**config.mk**
```make
export PLATFORM = sky130hd
export DESIGN_NAME = pipeline_hazard_unit
export DESIGN_NICKNAME = d
export VERILOG_FILES = /design/src/rtl/pipeline_hazard_unit.sv
export SDC_FILE = /design/constraint.sdc
export NUM_CORES = 1
export LEC_CHECK = 0
export BUFFER_PORTS_ARGS = -buffer_cell sky130_fd_sc_hd__buf_2
export CAP_MARGIN = 0
export CORE_ASPECT_RATIO = 0.5
export CORE_MARGIN = 4
export CORE_UTILIZATION = 53
export DETAILED_ROUTE_END_ITERATION = 12
export GPL_TIMING_DRIVEN = 0
export PLACE_DENSITY_LB_ADDON = 0.05
export SLEW_MARGIN = 10
export SYNTH_ARGS = -nofsm -noshare
export SYNTH_HDL_FRONTEND = slang
export SYNTH_SLANG_ARGS = --single-unit
export TNS_END_PERCENT = 100
```
**constraint.sdc**
```tcl
create_clock -name clk -period 2.3 [get_ports clk]
set_input_delay 0.23 -clock clk [delete_from_list [all_inputs] [get_ports clk]]
set_output_delay 0.23 -clock clk [all_outputs]
set_load 0.005 [all_outputs]
```
**src/rtl/pipeline_hazard_unit.sv**
```systemverilog
// Interlock and forwarding controller for the 5-stage F/D/E/M/W core.
// A shadow pipeline mirrors the destination info of the instructions in E, M and W.
// Each decoding instruction is compared against it in the same cycle, producing
// stall/flush/bubble controls and a registered forward select for the next E stage.
module pipeline_hazard_unit #(
    parameter int NREG       = 16,
    parameter int FWD_EN     = 1,
    parameter int WR_THROUGH = 0,
    parameter int ZERO_REG   = 1,
    parameter int CNT_W      = 16,
    localparam int RW        = $clog2(NREG)
) (
    input  logic             clk,
    input  logic             reset,
    input  logic             dec_valid,
    input  logic [RW-1:0]    dec_rs1,
    input  logic [RW-1:0]    dec_rs2,
    input  logic             dec_use_rs1,
    input  logic             dec_use_rs2,
    input  logic [RW-1:0]    dec_rd,
    input  logic             dec_wre,
    input  logic             dec_is_load,
    input  logic             ex_br_taken,
    output logic             stall_f,
    output logic             stall_d,
    output logic             flush_d,
    output logic             bubble_e,
    output logic [1:0]       fwd_a_e,
    output logic [1:0]       fwd_b_e,
    output logic [CNT_W-1:0] stall_cnt
);

    // Shadow pipeline. Only E needs is_load: a load in M or W already has its data.
    logic          e_valid, e_wre, e_load;
    logic [RW-1:0] e_rd;
    logic          m_valid, m_wre;
    logic [RW-1:0] m_rd;
    logic          w_valid, w_wre;
    logic [RW-1:0] w_rd;

    logic [2:0]    res_a, res_b;
    logic          hazard;
    logic          count_en;

    function automatic logic src_match(input logic v, input logic w,
                                       input logic [RW-1:0] rd,
                                       input logic [RW-1:0] rs,
                                       input logic use_rs);
        logic zero_blk;
        zero_blk = (ZERO_REG != 0) && (rs == '0);
        return v && w && (rd == rs) && use_rs && !zero_blk;
    endfunction

    // Returns {stall_needed, fwd_sel[1:0]}; the nearest producing stage decides.
    function automatic logic [2:0] resolve(input logic [RW-1:0] rs, input logic use_rs,
                                           input logic ev, input logic ew, input logic el,
                                           input logic [RW-1:0] erd,
                                           input logic mv, input logic mw,
                                           input logic [RW-1:0] mrd,
                                           input logic wv, input logic ww,
                                           input logic [RW-1:0] wrd);
        logic [2:0] r;
        r = 3'b000;
        if (src_match(ev, ew, erd, rs, use_rs)) begin
            r = ((FWD_EN != 0) && !el) ? 3'b001 : 3'b100;
        end else if (src_match(mv, mw, mrd, rs, use_rs)) begin
            r = (FWD_EN != 0) ? 3'b010 : 3'b100;
        end else if (src_match(wv, ww, wrd, rs, use_rs)) begin
            r = (WR_THROUGH != 0) ? 3'b000 : 3'b100;
        end
        return r;
    endfunction

    // Hazard decision for the instruction in D; branch flush overrides the stall.
    always_comb begin
        res_a    = resolve(dec_rs1, dec_use_rs1, e_valid, e_wre, e_load, e_rd,
                           m_valid, m_wre, m_rd, w_valid, w_wre, w_rd);
        res_b    = resolve(dec_rs2, dec_use_rs2, e_valid, e_wre, e_load, e_rd,
                           m_valid, m_wre, m_rd, w_valid, w_wre, w_rd);
        hazard   = dec_valid && (res_a[2] || res_b[2]);
        count_en = hazard && !ex_br_taken;
        stall_f  = !reset && count_en;
        stall_d  = !reset && count_en;
        flush_d  = !reset && ex_br_taken;
        bubble_e = !reset && (hazard || ex_br_taken);
    end

    // Advance the shadow pipe, register forward selects and count stall cycles.
    always_ff @(posedge clk or posedge reset) begin
        if (reset) begin
            e_valid   <= 1'b0;
            e_wre     <= 1'b0;
            e_load    <= 1'b0;
            e_rd      <= '0;
            m_valid   <= 1'b0;
            m_wre     <= 1'b0;
            m_rd      <= '0;
            w_valid   <= 1'b0;
            w_wre     <= 1'b0;
            w_rd      <= '0;
            fwd_a_e   <= 2'd0;
            fwd_b_e   <= 2'd0;
            stall_cnt <= '0;
        end else begin
            w_valid <= m_valid;
            w_wre   <= m_wre;
            w_rd    <= m_rd;
            m_valid <= e_valid;
            m_wre   <= e_wre;
            m_rd    <= e_rd;
            if (bubble_e) begin
                e_valid <= 1'b0;
                e_wre   <= 1'b0;
                e_load  <= 1'b0;
                e_rd    <= '0;
                fwd_a_e <= 2'd0;
                fwd_b_e <= 2'd0;
            end else begin
                e_valid <= dec_valid;
                e_wre   <= dec_wre;
                e_load  <= dec_is_load;
                e_rd    <= dec_rd;
                fwd_a_e <= res_a[1:0];
                fwd_b_e <= res_b[1:0];
            end
            if (count_en && (stall_cnt != {CNT_W{1'b1}})) begin
                stall_cnt <= stall_cnt + 1'b1;
            end
        end
    end

endmodule

```
==> results of run 1 <==
==> final timing paths <==
check | slack, ns | depth (start not counted) | endpoint | startpoint
worst max-delay path | -0.19 | 8 | stall_f | w_rd[3]$_DFF_PP0_
worst min-delay path | 0.15 | 3 | stall_cnt[9]$_DFFE_PP0P_ | reset
worst max register to register | 0.17 | 7 | stall_cnt[1]$_DFFE_PP0P_ | w_rd[3]$_DFF_PP0_
worst min register to register | 0.38 | 0 | m_wre$_DFF_PP0_ | e_wre$_DFF_PP0_
max in group asynchronous | 1.63 | 4 | e_rd[0]$_DFF_PP0_ | reset
min in group clk | 0.17 | 2 | e_rd[2]$_DFF_PP0_ | dec_rd[2]
==> cell families after synthesis <==
| family | count (synthesis) | share of synthesized area |
|---|---|---|
| AOI/OAI and AO/OA | 15 | 0.0659 |
| xor gates and xnor gates | 39 | 0.184 |
| adders and majority gates | 1 | 0.00673 |
| buffers and inverters | 5 | 0.0141 |
| DFF | 39 | 0.525 |
| muxes | 3 | 0.0168 |
| and+or+nand+nor | 61 | 0.188 |
==> Yosys cell counts <==
master,n,area [um2]
or2b_1,1,7.51
buf_4,2,15.0
ha_1,1,12.5
o32ai_2,1,16.3
a21o_1,2,15.0
a21oi_1,1,5.00
a21boi_0,6,45.0
dfrtp_1,39,976
nand4_1,11,68.8
nand2b_1,1,6.26
xnor2_1,29,254
nor4b_4,1,23.8
and3_1,5,31.3
a311o_1,1,10.0
nand2_1,11,41.3
nand3_1,8,40.0
or2_2,1,6.26
o21ai_0,1,5.00
and4bb_2,1,12.5
mux2_2,1,11.3
nor2_1,7,26.3
nor2b_1,2,12.5
nand4b_1,1,8.76
a2111oi_0,1,8.76
inv_1,2,7.51
o41ai_1,2,17.5
nor3_1,4,20.0
mux2i_1,2,20.0
xor2_1,10,87.6
nor4_1,5,31.3
clkbuf_1,1,3.75
and2_1,2,12.5
==> per-stage QoR <==
| stage | util | worst slack (ns) | cell area [um2] | cells |
|---|---|---|---|---|
| CTS | 0.728 | -0.172 | 2310 | 266 |
| global route | 0.740 | -0.304 | 2350 | 267 |
| finish | 0.740 | -0.193 | 2350 | 267 |
| global placement | 0.673 | -0.448 | 2130 | 254 |
| floorplan | - | 0.0798 | 1860 | 163 |
| detailed placement | 0.682 | -0.404 | 2160 | 255 |
==> flip-flops by register name (all words and copies together), names as in the netlist <==
name       flops
e_load         1
e_rd           4
e_valid        1
e_wre          1
fwd_a_e        2
fwd_b_e        2
m_rd           4
m_valid        1
m_wre          1
stall_cnt     16
w_rd           4
w_valid        1
w_wre          1
==> worst max-delay path: cells and delay by family (launching register included) <==
family	cells	cell delay [ns]
compound gates	1	0.31
xor+xnor	1	0.16
mux	1	0.19
simple gates	2	0.58
flops	1	0.41
buf+inv	3	0.33
==> power breakdown <==
| part | leakage [nW] | total, mW | internal [mW] | switching [mW] |
|---|---|---|---|---|
| clock network | 0.0408 | 0.472 | 0.217 | 0.255 |
| logic | 0.526 | 0.148 | 0.0708 | 0.0773 |
| registers | 0.513 | 0.736 | 0.711 | 0.0243 |
| total | 1.08 | 1.36 | 0.999 | 0.357 |
==> cell type report <==
type,count,area share
multi-input cells,119,0.382
plain buffers,3,0.0117
well taps,48,0.0256
inverters,2,0.00320
clock buffers,5,0.0293
clock inverters,3,0.0101
flip-flops and latches,39,0.416
repair buffers,48,0.122
==> cell usage in the layout, fill, tap and decap left out, types with 3 or more instances in the layout <==
master / count
a21boi_0: 6
and3_1: 5
buf_2: 41
buf_4: 4
buf_6: 4
clkbuf_8: 5
dfrtp_1: 39
nand2_1: 11
nand3_1: 8
nand4_1: 11
nor2_1: 6
nor3_1: 4
nor4_1: 3
xnor2_1: 29
xor2_1: 10
==> what timing repair did <==
item | 4_1_cts | 5_1_grt
buffers inserted | 3 | 1
pin swaps | 4 | 4
resized for setup | 6 | 7
setup endpoints to repair | 21 | 5
==> per-layer routing <==
| layer | global-route usage | vias to the layer above |
|---|---|---|
| li1 | - | 687 |
| met1 | 0.228 | 668 |
| met2 | 0.313 | 25 |
| met3 | 0.0486 | 2 |
| met4 | 0.0493 | 0 |
| met5 | 0 | - |
==> impl_metrics.toml, run 1 <==
[status]
outcome = "finished with violations"
violations = "setup timing"

[place]
io_buffers = 43
gp_congestion = 0.928
hpwl_mm = 2.86

[worst_setup_path]
arrival_ns = 2.26
cp_cell_sequence = "xor2_1, nor4_2, mux2i_1, o32ai_4, buf_6, and4bb_2, buf_6, buf_6"
end_kind = "output pin"
crit_fanout = 3
max_stage_delay_ns = 0.41
cp-start-kind = "flop"
critical_path_class = "flop to output pin"
crit_slowest_cell = "dfrtp_1"
required_ns = 2.07
cp_common_cell = "buf_6"

[layout]
regArea_um2 = 976
drive_gt1_frac = 0.320
n_fill_cell = 233
nNetsFinal = 239
n_antenna_cell = 0
syn_to_final_growth_pct = 26.2
multiInputGateArea_um2 = 897

[route]
vias = 1382
drtIter0Drc = 39
antenna_left = 0
vias_per_cell = 5.18
firstDrtPassIters = 4
wl_met2_mm = 1.87
wl_met1_mm = 1.87
drc = 0
dr.max_layer_used = "met4"
dr_wl_met3_um = 152
wirelength_mm = 3.90
wl_per_cell_um = 14.6

[timing]
hold_ws_ns = 0.149
relSlewSlack = 0.335
finalHoldViolCount = 0
final.setup_skew_ns = 0.00941
rsz0062_at_grt = "true"
finalSetupTns_ns = -0.438
finalSetupViolCount = 3
tightest_slew_ns = 0.985
period_share = 1.08
clock.fmax_mhz = 401
min_period_ns = 2.49
fin_ws_ns = -0.193
final_max_slew_viol_count = 0

[global_routing]
track_usage = 0.182
grt_pass1_wl_mm = 6.60
grt_pass1_vias = 1466
grt_overflow = 0
antenna_found_initial = 0
grt_max_degree = 27

[synthesis]
yosysWarnings = 0
syn_avg_cell_area_um2 = 11.4
syn_area_um2 = 1860
yosysUniqueCellTypes = 32
ys_seq_elements = 39
synth_cells = 163
ys_seq_area_frac = 0.525
syn_nets = 184

[clock_network]
cts_sinks = 39
cts_tree = "built"
clockBufferDepth = 2
clk_latency_ns = 0.29
path_clk_slew_ns = 0.09
cts_hold_buf = 0
clock-root-buffer = "clkbuf_8"
htree_levels = 2
cts_buffers = 5

[floorplan]
row_count = 14
pin_count = 44
start_util = 0.586
die_h_um = 49.9
fp.dieArea_um2 = 4580
die_w_um = 91.8
core_um2 = 3170

[flow_run]
drv_cap = 0

[power]
ir_drop_v = 0.000328
p_per_area_nw_per_um2 = 578
total_power_mw = 1.36
leakage_nw = 1.08

[worst_hold_path]
hold_class = "input pin to async pin"
Power figures use the tool's default switching activity.
==> inputs of run 2 (changes only) <==
--- a/config.mk
+++ b/config.mk
@@ -7,9 +7,11 @@
 export LEC_CHECK = 0
 export BUFFER_PORTS_ARGS = -buffer_cell sky130_fd_sc_hd__buf_2
 export CAP_MARGIN = 0
+export CELL_PAD_IN_SITES_DETAIL_PLACEMENT = 1
+export CELL_PAD_IN_SITES_GLOBAL_PLACEMENT = 2
 export CORE_ASPECT_RATIO = 0.5
 export CORE_MARGIN = 4
-export CORE_UTILIZATION = 53
+export CORE_UTILIZATION = 34
 export DETAILED_ROUTE_END_ITERATION = 12
 export GPL_TIMING_DRIVEN = 0
 export PLACE_DENSITY_LB_ADDON = 0.05
==> impl_metrics.toml, run 2 (synthesis results as in run 1) <==
[global_routing]
grt_pass1_vias = 1599
antenna_found_initial = 0
grt_max_degree = 32
grt_overflow = 0
track_usage = 0.162
grt_pass1_wl_mm = 8.29

[timing]
hold_ws_ns = 0.163
fin_ws_ns = -0.251
rsz0062_at_grt = "true"
clock.fmax_mhz = 392
relSlewSlack = 0.463
tightest_slew_ns = 0.796
finalSetupTns_ns = -0.673
finalSetupViolCount = 3
min_period_ns = 2.55
final.setup_skew_ns = 0.00835
period_share = 1.11
final_max_slew_viol_count = 0
finalHoldViolCount = 0

[worst_hold_path]
hold_class = "input pin to async pin"

[clock_network]
clockBufferDepth = 2
cts_sinks = 39
cts_tree = "built"
cts_buffers = 5
htree_levels = 2
clk_latency_ns = 0.31
clock-root-buffer = "clkbuf_8"
path_clk_slew_ns = 0.08

[worst_setup_path]
crit_slowest_cell = "dfrtp_1"
cp_common_cell = "buf_6"
max_stage_delay_ns = 0.40
r2r_cells = 9
end_kind = "output pin"
crit_fanout = 3
cp_cell_sequence = "xor2_1, nor2_1, nand4_1, mux2i_2, o32ai_4, buf_6, and4bb_2, buf_6, buf_6"
critical_path_class = "flop to output pin"
cp.depth = 9
required_ns = 2.07
timing.critical_path.from = "e_rd[0]$_DFF_PP0_"
cp_num_buf_inv = 3
cpLargestDelayFamily = "simple AND/OR/NAND/NOR gates"
rr_startpoint = "e_rd[2]$_DFF_PP0_"
arrival_ns = 2.32
cp-start-kind = "flop"

[route]
wl_per_cell_um = 16.2
firstDrtPassIters = 4
vias_per_cell = 5.04
drc = 0
wirelength_mm = 4.82
drtIter0Drc = 40
antenna_left = 0
vias = 1497

[layout]
top_register = "stall_cnt"
nNetsFinal = 247
final_cell_mix = "buf_2, dfrtp_1, xnor2_1"
drive_gt1_frac = 0.370
n_antenna_cell = 0
stdcell_area_um2 = 2500
fin_cells = 297
layout_commonest_cell = "buf_2"
syn_to_final_growth_pct = 34.3
largest_register_ffs = 16

[power]
total_power_mw = 1.48
p_per_area_nw_per_um2 = 591
switching_share = 0.249
power.share.combinational = 0.107
leakage_nw = 1.14
p_seq_frac = 0.500
pwr-share-clk = 0.393
ir_drop_v = 0.000257
p_int_mw = 1.11
switchingPower_mw = 0.367

[status]
outcome = "finished with violations"
violations = "setup timing"

[place]
gp_congestion = 0.821
io_buffers = 43
place_area_um2 = 2180
hpwl_mm = 3.49
place_inst = 277

[floorplan]
fp.dieArea_um2 = 6790
die_w_um = 113
pin_count = 44
core_um2 = 5110
row_count = 18
die_h_um = 60.3
start_util = 0.364

[flow_run]
drv_cap = 0
==> run 2: final timing paths <==
| check | end | slack [ns] |
|---|---|---|
| worst max-delay path | stall_f | -0.25 |
| min in group clk | e_rd[2]$_DFF_PP0_ | 0.16 |
| worst min register to register | w_valid$_DFF_PP0_ | 0.38 |
| worst min-delay path | stall_cnt[13]$_DFFE_PP0P_ | 0.16 |
| max in group asynchronous | stall_cnt[6]$_DFFE_PP0P_ | 1.62 |
| worst max register to register | fwd_a_e[0]$_DFF_PP0_ | 0.02 |
==> run 2: what timing repair did <==
item | in CTS | in global routing
gates resized for setup | 11 | 9
pin swaps | 4 | 4
setup buffers | 8 | 4
endpoints found under the setup margin | 28 | 15
hold endpoints to repair | 0 | 0
hold buffers | 0 | 0
==> run 2: routing by layer <==
metal	GRT usage	share of wire
met2	0.280	0.49
met5	0	0
met4	0.0668	0.016
met3	0.0384	0.036
met1	0.199	0.46
==> run 2: area by class of cell <==
cell class / instances / area, um2
plain buffers: 3 / 27.5
clock buffers: 5 / 68.8
clock inverters: 3 / 43.8
fillers: 566 / 2620
inverters: 2 / 7.51
multi-input cells: 119 / 950
flip-flops and latches: 39 / 976
well taps: 70 / 87.6
repair buffers: 56 / 335
==> run 2: power groups by stage <==
stage          Clock, mW  Combinational (mW)  Sequential (mW)
2_1_floorplan          0              0.0814            0.745
3_3_place_gp           0               0.131            0.750
5_1_grt            0.628               0.177            0.742
4_1_cts            0.599               0.153            0.739
6_report           0.580               0.157            0.738
3_5_place_dp           0               0.139            0.752
==> run 2: through the flow <==
| step | utilization | setup WS (ns) |
|---|---|---|
| floorplan | - | 0.0798 |
| global placement | 0.423 | -0.570 |
| detailed placement | 0.427 | -0.552 |
| CTS | 0.474 | -0.258 |
| global route | 0.488 | -0.395 |
| finish | 0.488 | -0.251 |
==> run 2: worst reg2reg max path: stages (launching register included) <==
cell and delay [ns]:
dfrtp_1 0.42, xor2_1 0.17, nor2_1 0.12, nand4_1 0.22, mux2i_2 0.30, o32ai_4 0.14, buf_4 0.18, a21o_4 0.19
buf_6 0.13, a2111oi_4 0.32
==> inputs of run 3 (changes only) <==
--- a/config.mk
+++ b/config.mk
@@ -5,7 +5,7 @@
 export SDC_FILE = /design/constraint.sdc
 export NUM_CORES = 1
 export LEC_CHECK = 0
-export BUFFER_PORTS_ARGS = -buffer_cell sky130_fd_sc_hd__buf_2
+export BUFFER_PORTS_ARGS = -buffer_cell sky130_fd_sc_hd__buf_4
 export CAP_MARGIN = 0
 export CELL_PAD_IN_SITES_DETAIL_PLACEMENT = 1
 export CELL_PAD_IN_SITES_GLOBAL_PLACEMENT = 2
==> impl_metrics.toml, run 3 (synthesis results as in run 1) <==
[layout]
drive_gt1_frac = 0.357
layout_commonest_cell = "buf_4"
n_fill_cell = 567
multiInputGateArea_um2 = 952
syn_to_final_growth_pct = 38.0
fin_util = 0.502
stdcell_area_um2 = 2560
regArea_um2 = 976
n_antenna_cell = 0
final_cell_mix = "buf_4, dfrtp_1, xnor2_1, nand2_1, nand4_1"
nNetsFinal = 247
largest_register_ffs = 16
top_register = "stall_cnt"

[route]
drc = 0
drtIter0Drc = 46
antenna_left = 0
wl_per_cell_um = 16.3
vias = 1457
wirelength_mm = 4.84
vias_per_cell = 4.91
firstDrtPassIters = 4

[global_routing]
antenna_found_initial = 0
grt_overflow = 0
grt_pass1_vias = 1637
grt_max_degree = 32
track_usage = 0.155
grt_pass1_wl_mm = 8.11

[timing]
finalHoldViolCount = 0
final.setup_skew_ns = 0.00635
period_share = 1.08
clock.fmax_mhz = 402
final_max_slew_viol_count = 0
min_period_ns = 2.48
fin_ws_ns = -0.185
relSlewSlack = 0.477
tightest_slew_ns = 0.776
finalSetupViolCount = 3
rsz0062_at_grt = "true"

[clock_network]
clockBufferDepth = 2
cts_hold_buf = 0
cts_sinks = 39
htree_levels = 2
cts_tree = "built"
clk_latency_ns = 0.29
clock-root-buffer = "clkbuf_8"
cts_buffers = 5
path_clk_slew_ns = 0.08

[worst_hold_path]
hold_class = "input pin to async pin"

[worst_setup_path]
rr_startpoint = "e_rd[0]$_DFF_PP0_"
required_ns = 2.07
cp-start-kind = "flop"
arrival_ns = 2.25
crit_fanout = 3
r2r-end = "fwd_a_e[0]$_DFF_PP0_"
reg2reg_slack_ns = 0.10
r2r_cells = 9
end_kind = "output pin"
timing.critical_path.from = "w_rd[1]$_DFF_PP0_"
endpoint = "stall_f"
critical_path_class = "flop to output pin"

[status]
violations = "setup timing"
outcome = "finished with violations"

[place]
hpwl_mm = 3.55
io_buffers = 43
place_area_um2 = 2290
gp_congestion = 0.836

[floorplan]
fp.dieArea_um2 = 6790
pin_count = 44
die_w_um = 113
die_h_um = 60.3
start_util = 0.364
core_um2 = 5110
row_count = 18

[power]
leakage_nw = 1.14
p_per_area_nw_per_um2 = 530
ir_drop_v = 0.000244

[flow_run]
drv_cap = 0
-- run 3: cell count changes in the layout (fill, tap and decap cells not counted), moves of 2 or more --
cell,before,now
buf_4,11,55
clkbuf_1,0,2
buf_6,4,2
buf_2,42,0
-- run 3: metal layers --
metal	up-vias	GRT usage	part of all wire
met5	-	0	0
met4	0	0.0411	0.0076
met3	5	0.0455	0.045
met2	26	0.271	0.50
met1	725	0.191	0.45
li1	701	-	-
-- run 3: power by group --
part | switching, mW | internal (mW)
clock network | 0.234 | 0.213
registers | 0.0269 | 0.712
logic | 0.0873 | 0.0873
-- run 3: layout make-up --
cell class / count / share of cell area
inverters: 2 / 0.00293
well taps: 70 / 0.0341
flip-flops and latches: 39 / 0.380
clock buffers: 7 / 0.0298
plain buffers: 3 / 0.00927
clock inverters: 1 / 0.00195
repair buffers: 56 / 0.170
multi-input cells: 119 / 0.371
-- run 3: critical path, cell delays in order, from the launching register on --
cell      delay, ns
dfrtp_1        0.43
xnor2_2        0.17
nand3_1        0.14
nor4_4         0.22
mux2i_2        0.15
o32ai_4        0.29
buf_6          0.14
and4bb_2       0.23
buf_4          0.10
buf_4          0.09
-- run 3: worst min path at each step --
stage / cells past startpoint / endpoint
floorplan: 0 / m_wre$_DFF_PP0_
global placement: 0 / w_wre$_DFF_PP0_
detailed placement: 0 / w_valid$_DFF_PP0_
CTS: 3 / stall_cnt[5]$_DFFE_PP0P_
global route: 2 / e_rd[1]$_DFF_PP0_
finish: 3 / stall_cnt[5]$_DFFE_PP0P_
-- run 3: repair_timing --
item	CTS	global route
pin swaps	8	3
setup endpoints to repair	28	6
resized for setup	12	5
setup buffers	10	2
-- run 3: through the flow --
| step | setup WS, ns | hold slack (ns) | power (mW) | TNS [ns] | cells |
|---|---|---|---|---|---|
| 4_1_cts | -0.201 | 0.183 | 1.38 | -0.469 | 295 |
| 6_report | -0.185 | 0.193 | 1.36 | -0.442 | 297 |
| 3_5_place_dp | -0.614 | 0.361 | 0.904 | -7.61 | 277 |
| 3_3_place_gp | -0.587 | 0.358 | 0.894 | -23.31 | 276 |
| 2_1_floorplan | 0.0798 | 0.354 | 0.826 | 0 | 163 |
| 5_1_grt | -0.325 | 0.188 | 1.43 | -0.884 | 297 |
